$ cat src/rtl/uart_pkg.sv
// Shared types and byte constants for the UART command bridge.
package uart_pkg;

    typedef enum logic [2:0] {
        ST_IDLE  = 3'd0,
        ST_ADDR  = 3'd1,
        ST_WDATA = 3'd2,
        ST_BUS   = 3'd3,
        ST_RESP  = 3'd4
    } state_t;

    localparam logic [7:0] CMD_WR  = 8'h57;
    localparam logic [7:0] CMD_RD  = 8'h52;
    localparam logic [7:0] RSP_OK  = 8'h4B;
    localparam logic [7:0] RSP_ERR = 8'h45;
    localparam logic [7:0] RSP_BAD = 8'h3F;

    // Width of a counter that must reach max(a, b).
    function automatic int cnt_width(input int a, input int b);
        int m;
        m = (a > b) ? a : b;
        return $clog2(m + 1);
    endfunction

endpackage

$ cat src/rtl/uart_rsp_shifter.sv
// Parallel-load, byte-serial response shift register with a valid/ready
// output handshake; the most significant byte goes out first.
module uart_rsp_shifter #(
    parameter int DATA_BYTES = 4,
    parameter int LEN_W      = $clog2(DATA_BYTES + 1)
) (
    input  logic                    clk,
    input  logic                    rst_n,
    input  logic                    load,
    input  logic [8*DATA_BYTES-1:0] load_data,
    input  logic [LEN_W-1:0]        load_len,
    input  logic                    tx_ready,
    output logic                    tx_valid,
    output logic [7:0]              tx_data,
    output logic                    done
);

    localparam int DW = 8 * DATA_BYTES;
    localparam logic [LEN_W-1:0] LEN_ONE = LEN_W'(1);

    logic [DW-1:0]    data_r;
    logic [LEN_W-1:0] rem_r;
    logic             tx_valid_r;

    // Load, then shift one byte out per accepted handshake.
    always_ff @(posedge clk or negedge rst_n) begin
        if (!rst_n) begin
            data_r     <= '0;
            rem_r      <= '0;
            tx_valid_r <= 1'b0;
        end else if (load) begin
            data_r     <= load_data;
            rem_r      <= load_len;
            tx_valid_r <= (load_len != '0);
        end else if (tx_valid_r && tx_ready) begin
            data_r     <= data_r << 8;
            rem_r      <= rem_r - LEN_ONE;
            tx_valid_r <= (rem_r != LEN_ONE);
        end else begin
            data_r     <= data_r;
            rem_r      <= rem_r;
            tx_valid_r <= tx_valid_r;
        end
    end

    assign tx_valid = tx_valid_r;
    assign tx_data  = data_r[DW-1 -: 8];
    assign done     = tx_valid_r && tx_ready && (rem_r == LEN_ONE);

endmodule

$ cat src/rtl/uart_cmd_bridge.sv
// UART command frame parser driving a req/ack register bus.
// Optional bus-ack timeout: define UART_CMD_BRIDGE_TIMEOUT_EN.
module uart_cmd_bridge
    import uart_pkg::*;
#(
    parameter int ADDR_BYTES  = 2,
    parameter int DATA_BYTES  = 4,
    parameter int TIMEOUT_CYC = 1024
) (
    input  logic                    clk,
    input  logic                    rst_n,
    input  logic                    rx_valid,
    input  logic [7:0]              rx_data,
    output logic                    tx_valid,
    output logic [7:0]              tx_data,
    input  logic                    tx_ready,
    output logic                    bus_req,
    output logic                    bus_we,
    output logic [8*ADDR_BYTES-1:0] bus_addr,
    output logic [8*DATA_BYTES-1:0] bus_wdata,
    input  logic                    bus_ack,
    input  logic [8*DATA_BYTES-1:0] bus_rdata,
    output logic                    busy,
    output logic                    err_overrun
);

    localparam int AW = 8 * ADDR_BYTES;
    localparam int DW = 8 * DATA_BYTES;
    localparam int CW = cnt_width(ADDR_BYTES, DATA_BYTES);
    localparam int LW = $clog2(DATA_BYTES + 1);
    localparam logic [CW-1:0] ADDR_LAST = CW'(ADDR_BYTES - 1);
    localparam logic [CW-1:0] DATA_LAST = CW'(DATA_BYTES - 1);
    localparam logic [LW-1:0] LEN_ONE   = LW'(1);
    localparam logic [LW-1:0] LEN_FULL  = LW'(DATA_BYTES);

    state_t        state_r, state_next_s;
    logic [CW-1:0] cnt_r;
    logic          we_r, bus_req_r, busy_r, err_overrun_r;
    logic [AW-1:0] addr_r;
    logic [DW-1:0] wdata_r;

    logic          cnt_inc_s, we_load_s, addr_shift_s, wdata_shift_s;
    logic          req_next_s, ovr_set_s;
    logic          sh_load_s, sh_done_s;
    logic [DW-1:0] sh_data_s;
    logic [LW-1:0] sh_len_s;

`ifdef UART_CMD_BRIDGE_TIMEOUT_EN
    localparam int TW = $clog2(TIMEOUT_CYC + 1);
    localparam logic [TW-1:0] TMO_LAST = TW'(TIMEOUT_CYC - 1);
    logic [TW-1:0] tmo_r;

    // Cycles spent waiting in BUS; zero in every other state.
    always_ff @(posedge clk or negedge rst_n) begin
        if (!rst_n) begin
            tmo_r <= '0;
        end else if (state_r != ST_BUS) begin
            tmo_r <= '0;
        end else begin
            tmo_r <= tmo_r + TW'(1);
        end
    end
`endif

    // Next-state decode and per-cycle datapath controls.
    always_comb begin
        state_next_s  = state_r;
        cnt_inc_s     = 1'b0;
        we_load_s     = 1'b0;
        addr_shift_s  = 1'b0;
        wdata_shift_s = 1'b0;
        req_next_s    = bus_req_r;
        ovr_set_s     = 1'b0;
        sh_load_s     = 1'b0;
        sh_data_s     = '0;
        sh_len_s      = '0;
        case (state_r)
            ST_IDLE: begin
                if (rx_valid) begin
                    if ((rx_data == CMD_WR) || (rx_data == CMD_RD)) begin
                        we_load_s    = 1'b1;
                        state_next_s = ST_ADDR;
                    end else begin
                        sh_load_s               = 1'b1;
                        sh_data_s[DW-1 -: 8]    = RSP_BAD;
                        sh_len_s                = LEN_ONE;
                        state_next_s            = ST_RESP;
                    end
                end else begin
                    state_next_s = ST_IDLE;
                end
            end
            ST_ADDR: begin
                if (rx_valid) begin
                    addr_shift_s = 1'b1;
                    cnt_inc_s    = 1'b1;
                    if (cnt_r == ADDR_LAST) begin
                        state_next_s = we_r ? ST_WDATA : ST_BUS;
                        req_next_s   = !we_r;
                    end else begin
                        state_next_s = ST_ADDR;
                    end
                end else begin
                    state_next_s = ST_ADDR;
                end
            end
            ST_WDATA: begin
                if (rx_valid) begin
                    wdata_shift_s = 1'b1;
                    cnt_inc_s     = 1'b1;
                    if (cnt_r == DATA_LAST) begin
                        state_next_s = ST_BUS;
                        req_next_s   = 1'b1;
                    end else begin
                        state_next_s = ST_WDATA;
                    end
                end else begin
                    state_next_s = ST_WDATA;
                end
            end
            ST_BUS: begin
                ovr_set_s = rx_valid;
                if (bus_ack) begin
                    req_next_s   = 1'b0;
                    sh_load_s    = 1'b1;
                    state_next_s = ST_RESP;
                    if (we_r) begin
                        sh_data_s[DW-1 -: 8] = RSP_OK;
                        sh_len_s             = LEN_ONE;
                    end else begin
                        sh_data_s = bus_rdata;
                        sh_len_s  = LEN_FULL;
                    end
                end
`ifdef UART_CMD_BRIDGE_TIMEOUT_EN
                else if (tmo_r == TMO_LAST) begin
                    req_next_s           = 1'b0;
                    sh_load_s            = 1'b1;
                    sh_data_s[DW-1 -: 8] = RSP_ERR;
                    sh_len_s             = LEN_ONE;
                    state_next_s         = ST_RESP;
                end
`endif
                else begin
                    state_next_s = ST_BUS;
                end
            end
            ST_RESP: begin
                ovr_set_s = rx_valid;
                if (sh_done_s) begin
                    state_next_s = ST_IDLE;
                end else begin
                    state_next_s = ST_RESP;
                end
            end
            default: begin
                state_next_s = ST_IDLE;
                req_next_s   = 1'b0;
            end
        endcase
    end

    // State, frame capture and registered status outputs.
    always_ff @(posedge clk or negedge rst_n) begin
        if (!rst_n) begin
            state_r       <= ST_IDLE;
            cnt_r         <= '0;
            we_r          <= 1'b0;
            addr_r        <= '0;
            wdata_r       <= '0;
            bus_req_r     <= 1'b0;
            busy_r        <= 1'b0;
            err_overrun_r <= 1'b0;
        end else begin
            state_r       <= state_next_s;
            bus_req_r     <= req_next_s;
            busy_r        <= (state_next_s != ST_IDLE);
            err_overrun_r <= err_overrun_r | ovr_set_s;
            if (state_next_s != state_r) begin
                cnt_r <= '0;
            end else if (cnt_inc_s) begin
                cnt_r <= cnt_r + CW'(1);
            end else begin
                cnt_r <= cnt_r;
            end
            if (we_load_s) begin
                we_r <= (rx_data == CMD_WR);
            end else begin
                we_r <= we_r;
            end
            if (addr_shift_s) begin
                addr_r <= (addr_r << 8) | AW'(rx_data);
            end else begin
                addr_r <= addr_r;
            end
            if (wdata_shift_s) begin
                wdata_r <= (wdata_r << 8) | DW'(rx_data);
            end else begin
                wdata_r <= wdata_r;
            end
        end
    end

    uart_rsp_shifter #(
        .DATA_BYTES (DATA_BYTES),
        .LEN_W      (LW)
    ) u_rsp (
        .clk       (clk),
        .rst_n     (rst_n),
        .load      (sh_load_s),
        .load_data (sh_data_s),
        .load_len  (sh_len_s),
        .tx_ready  (tx_ready),
        .tx_valid  (tx_valid),
        .tx_data   (tx_data),
        .done      (sh_done_s)
    );

    assign bus_req     = bus_req_r;
    assign bus_we      = we_r;
    assign bus_addr    = addr_r;
    assign bus_wdata   = wdata_r;
    assign busy        = busy_r;
    assign err_overrun = err_overrun_r;

endmodule

$ cat config.mk
export PLATFORM = sky130hd
export DESIGN_NAME = uart_cmd_bridge
export DESIGN_NICKNAME = d
export VERILOG_FILES = /design/src/rtl/uart_pkg.sv /design/src/rtl/uart_rsp_shifter.sv /design/src/rtl/uart_cmd_bridge.sv
export SDC_FILE = /design/constraint.sdc
export NUM_CORES = 1
export LEC_CHECK = 0
export CAP_MARGIN = 15
export CELL_PAD_IN_SITES_DETAIL_PLACEMENT = 0
export CELL_PAD_IN_SITES_GLOBAL_PLACEMENT = 1
export CORE_MARGIN = 4
export CORE_UTILIZATION = 40
export DETAILED_ROUTE_END_ITERATION = 10
export PLACE_DENSITY = 0.88
export RECOVER_POWER = 25
export SYNTH_ARGS = -nofsm -noshare
export SYNTH_HDL_FRONTEND = slang
export SYNTH_SLANG_ARGS = --single-unit
$ cat constraint.sdc
create_clock -name clk -period 2.9 [get_ports clk]
set_clock_uncertainty 0.05 [all_clocks]
set_input_delay 0.725 -clock clk [delete_from_list [all_inputs] [get_ports clk]]
set_output_delay 0.725 -clock clk [all_outputs]
set_load 0.005 [all_outputs]
# ---- After elaboration in Yosys (flattened, before gate mapping)
# Cells that the tools add are included.
# W data, S select, Z words.
dict set report op_classes {
  add_sub_neg 2
  n_eq_ne 16
  mux 48
  bitwise_logic 4
  n_reduce_logical 13
}
# op count
set op_table {}
lappend op_table {{$mux W32} 3}
lappend op_table {{$mux W24} 2}
lappend op_table {{$mux W3} 12}
lappend op_table {{$or A32 B8 Y32} 1}
lappend op_table {{$mux W1} 22}
lappend op_table {{$eq A8 B7 Y1 const B} 2}
lappend op_table {{$or A16 B8 Y16} 1}
lappend op_table {{$pmux W8 S2} 1}
lappend op_table {{$pmux W3 S5} 1}
lappend op_table {{$mux W6} 2}
lappend op_table {{$ne A2 B2 Y1 const B} 5}
lappend op_table {{$eq A3 B1 Y1 const B} 3}
lappend op_table {{$eq A3 B2 Y1 const B} 3}
lappend op_table {{$mux W8} 1}
lappend op_table {{$pmux W3 S2} 1}
lappend op_table {{$reduce_and A6 Y1} 1}
lappend op_table {{$reduce_bool A3 Y1} 2}
lappend op_table {{$reduce_or A2 Y1} 3}
lappend op_table {{$pmux W1 S4} 1}
lappend op_table {{$reduce_bool A2 Y1} 2}
lappend op_table {{$add A3 B1 Y3 const B} 1}
lappend op_table {{$eq A3 B3 Y1 const B} 1}
lappend op_table {{$logic_not A3 Y1} 1}
lappend op_table {{$ne A3 B1 Y1 const B} 1}
lappend op_table {{other kinds (9)} 10}
dict set report word_totals {
  ff_bits 94
  input_bits 45
  elab_cells 94
}

# ---- Logic depth before layout (Yosys ltp)
dict set report depth {
  ltp_word 7
  ltp_mapped 6
  ltp_nobuf 6
}

# ---- Cells and area by module
# A second synthesis with hierarchy kept.
dict set report hier_totals {
  cells_unflattened 397
  area_unflattened_um2 4496.8
}
# mod n_inst cells_per_inst area_each_um2 seq_area_each_um2
set by_module_without_submodules {}
lappend by_module_without_submodules {uart_cmd_bridge 1 227 2782.7 1451.4}
lappend by_module_without_submodules {uart_rsp_shifter 1 170 1714.1 900.9}

# ---- Least setup slack after synthesis
# Ideal clock, no wire load.
dict set report synth_path {
  kind {input-to-reg}
  startpoint {in rx_data[0]}
  endpoint {reg busy_r (netlist: busy)}
  arrival_ns 1.790
  t_required_ns 2.726
  slack_ns 0.936
  cell_stages 4
  cell_sequence {xor2_1 > nor4b_2 > or3_4 > a211o_1}
}
dict set report synth_between {
  elab_chain_cells 6
  elab_cells_between_ends 7
}
# element line_no
set synth_lines {}
lappend synth_lines {{from (decl)} uart_cmd_bridge.sv:13} ;# input logic [7:0] rx_data,
lappend synth_lines {{$eq A8 B7 Y1} uart_cmd_bridge.sv:80} ;# if ((rx_data == CMD_WR) || (rx_data == CMD_RD)) begin
lappend synth_lines {{$logic_or A1 B1 Y1 (*)} uart_cmd_bridge.sv:80}
lappend synth_lines {{$mux W3 (*)} uart_cmd_bridge.sv:80}
lappend synth_lines {{$mux W3 (*)} uart_cmd_bridge.sv:79} ;# if (rx_valid) begin
lappend synth_lines {{$pmux W3 S5 (*)} uart_cmd_bridge.sv:77} ;# case (state_r)
lappend synth_lines {{via state_next_s[0]} uart_cmd_bridge.sv:36} ;# state_t state_r, state_next_s;
lappend synth_lines {{$reduce_bool A3 Y1 (*)} uart_cmd_bridge.sv:177} ;# busy_r <= (state_next_s != ST_IDLE);
lappend synth_lines {{to (signal assigned)} uart_cmd_bridge.sv:177}
lappend synth_lines {{to (decl)} uart_cmd_bridge.sv:38} ;# logic we_r, bus_req_r, busy_r, err_overrun_r;
# Mark *: on every way through the listed nets, which the timed path passes. The rest lies on a longest branch.
# A chain may end at the register's enable or synchronous reset.

# ---- Final worst setup path
dict set report layout_path {
  startpoint {in rx_data[5]}
  endpoint {reg u_rsp.data_r[4]}
}
dict set report layout_between {
  elab_chain_cells 6
  elab_cells_between_ends 8
}
# element line_no
set layout_lines {}
lappend layout_lines {{$eq A8 B7 Y1} uart_cmd_bridge.sv:80}
lappend layout_lines {{$logic_or A1 B1 Y1 (*)} uart_cmd_bridge.sv:80}
lappend layout_lines {{$mux W1 (*)} uart_cmd_bridge.sv:80}
lappend layout_lines {{$mux W1 (*)} uart_cmd_bridge.sv:79}
lappend layout_lines {{$pmux W1 S2 (*)} uart_cmd_bridge.sv:77}
lappend layout_lines {{$mux W32 / $reduce_bool A2 Y1 (equally long branches)} --}
lappend layout_lines {{to (signal assigned)} uart_rsp_shifter.sv:32} ;# data_r <= load_data;
lappend layout_lines {{to (signal assigned)} uart_rsp_shifter.sv:36} ;# data_r <= data_r << 8;
lappend layout_lines {{to (signal assigned)} uart_rsp_shifter.sv:40} ;# data_r <= data_r;
lappend layout_lines {{to (decl)} uart_rsp_shifter.sv:21} ;# logic [DW-1:0] data_r;
# Mark *: on every way between the ends. The rest lies on a longest branch, timed or not.

==> impl_metrics.toml <==
[synth]
synthesis.nets = 389
ys_ff_latch = 94
yosysTopAreaCell = "dfrtp_1"
synth_seq_area_share_pct = 55.3
synthCells = 339
synthFlopType = "dfrtp_1"
async_flop_share_pct = 100
synth_top_cell_area_share_pct = 55.3
syn-mean-instance-area_um2 = 12.5
synth.area.top_cells = "dfrtp_1 (55%), mux2_2 (13%), a2bb2oi_1 (4.1%)"
synth_cell_types = 47
syn_area_um2 = 4250
synth_edf_count = 0
ys_warn_count = 0

[cells_and_area]
area_growth_pct = 31.9
layout.cells.non_filler = 578
fillers = 886
finalNetCount = 487
drive_gt1_share_pct = 19.5
final_common_cell = "clkdlybuf4s50_1"
final_cell_mix = "clkdlybuf4s50_1 (104), dfrtp_1 (94), mux2_2 (49)"
n_antenna_cell = 0

[clock_network]
path_clk_slew_ns = 0.09
htreeDepth = 3
cts_sinks = 94
clockRootBuffer = "clkbuf_8"
clock_path_buffers = 2
ctsResizeCount = 0
hold_buffers = 0
clock_latency_ns = 0.35
cts_setup_buffers = 0
cts-buffers-inserted = 9
cts_tree = "built"

[power_and_ir_drop]
leakagePower_nw = 2.41
vdd.ir_drop.worst_uv = 418
power_density_nw_per_um2 = 919

[worst_setup_path]
end_kind = "flop"
worstPathRequired_ns = 3.13
critPathMaxFanout = 8
cp-start-kind = "input pin"
cp.arrival_ns = 2.64
ff2ff_setup_slack_ns = 0.87
worstSetupStartpoint = "rx_data[5]"
path_class = "input pin to flop"
rr_startpoint = "state_r[0]$_DFF_PN0_"

[global_routing]
grt_use_met2_pct = 28.1
grt_max_degree = 59
use_met1_pct = 21.7
gr-total-overflow = 0
grt_use_met3_pct = 3.66
grt_usage_pct = 16.7
grt_pass1_wl_mm = 16.8
grt-busiest-layer = "met2"
antenna_found_initial = 0
grt_pass1_vias = 3256

[detailed_routing]
drtPass1Iterations = 4
avgViaCountPerCell = 5.26
drc = 0
via_count = 3039
routed_wl_mm = 10.2
postRouteAntennaNets = 0
drt_iter0_drc = 170
wl_per_cell_um = 17.7

[placement]
dp_hpwl_mm = 7.42
routabilityCongestion = 0.771
io_buffers = 105
pre_cts_slack_ns = 0.107
place_inst = 562

[sta]
period_minus_slack_ns = 2.41
fin_tns_setup_ns = 0
max_freq_mhz = 415
finalCritPeriodShare_pct = 83.0
finalHoldViolCount = 0
relSlewSlack_pct = 4.18
final_max_slew_viol_count = 0
setup_viol = 0
finalWorstSetupSlack_ns = 0.492
tightest_slew_ns = 1.44
rsz0062_at_grt = "no"

[outcome]
run_status = "completed"

[die]
core_um2 = 10300
die_area_um2 = 12300
chipHeight_um = 111
num_rows = 37
start_util_pct = 41.2
die_x_um = 111
io_pins = 106

[hold_path]
worstHoldStart = "err_overrun$_DFF_PN0_"
hp-class = "flop to flop"

[run]
maxCapViolations = 0
[power breakdown]
| part | internal, W | total [W] | switching [W] | leakage (nW) |
|---|---|---|---|---|
| Combinational | 0.00133 | 0.00212 | 0.000795 | 1.14 |
| Sequential | 0.00182 | 0.00222 | 0.000400 | 1.18 |
| Clock | 0.000340 | 0.000807 | 0.000467 | 0.0924 |
| Total | 0.00349 | 0.00515 | 0.00166 | 2.41 |
[metrics by stage]
step / hold WS, ns / power [W] / util (%) / instance area, um^2
floorplan: 0.379 / 0.00338 / - / 4250
CTS: 0.397 / 0.00521 / 54.4 / 5610
global placement: 0.395 / 0.00432 / 52.6 / 5430
detailed placement: 0.405 / 0.00439 / 52.6 / 5430
finish: 0.417 / 0.00515 / 54.3 / 5610
global route: 0.445 / 0.00550 / 54.3 / 5610
[cell usage after synthesis (6+ instances only)]
library cell and n:
dfrtp_1 94, o211ai_1 20, buf_4 9, a2bb2oi_1 20, mux2_2 49, nor2_1 6
nand2_1 28, clkbuf_1 6, a22o_1 8, a21oi_1 13, buf_2 15, inv_1 6
[metal layers]
metal / vias to the layer above / wire length (um)
met3: 12 / 444
met2: 73 / 5150
li1: 1441 / -
met5: - / 0
met1: 1513 / 4470
met4: 0 / 161
[final timing paths]
path | to | cells after the start
max | u_rsp.data_r[4]$_DFFE_PN0P_ | 5
min | err_overrun$_DFF_PN0_ | 1
max reg2reg | cnt_r[2]$_DFFE_PN0P_ | 4
min reg2reg | err_overrun$_DFF_PN0_ | 1
max in group asynchronous | bus_wdata[19]$_DFFE_PN0P_ | 2
min in group asynchronous | bus_addr[13]$_DFFE_PN0P_ | 1
[worst max-delay path, cell delays in order]
cell             delay, ns
clkdlybuf4s50_1       0.45
nand4bb_1             0.36
o31a_1                0.38
nor2_1                0.48
a22o_1                0.25
[cell type report]
class / instances / area, um^2 / share of cell area [%]
flip-flops and latches: 94 / 2350 / 41.9
well taps: 136 / 170 / 3.03
multi-input cells: 209 / 1720 / 30.6
clock buffers: 10 / 138 / 2.45
repair buffers: 117 / 1160 / 20.7
clock inverters: 6 / 47.5 / 0.847
inverters: 6 / 22.5 / 0.401
[flip-flops by register name (all words and copies together), names as in the netlist]
name / cells
u_rsp.rem_r: 3
bus_we: 1
busy: 1
u_rsp.tx_valid: 1
state_r: 3
cnt_r: 3
bus_req: 1
err_overrun: 1
bus_wdata: 32
u_rsp.data_r: 32
bus_addr: 16
[logic make-up after synthesis]
kind of cell / after synthesis / share of synthesized area [%]
DFF: 94 / 55.3
AOI/OAI and AO/OA: 81 / 14.7
and+or+nand+nor: 65 / 9.03
muxes: 55 / 14.5
buffers and inverters: 36 / 4.41
adders and majority gates: 5 / 1.47
xor gates and xnor gates: 3 / 0.618
(Power assumes the default switching activity.)
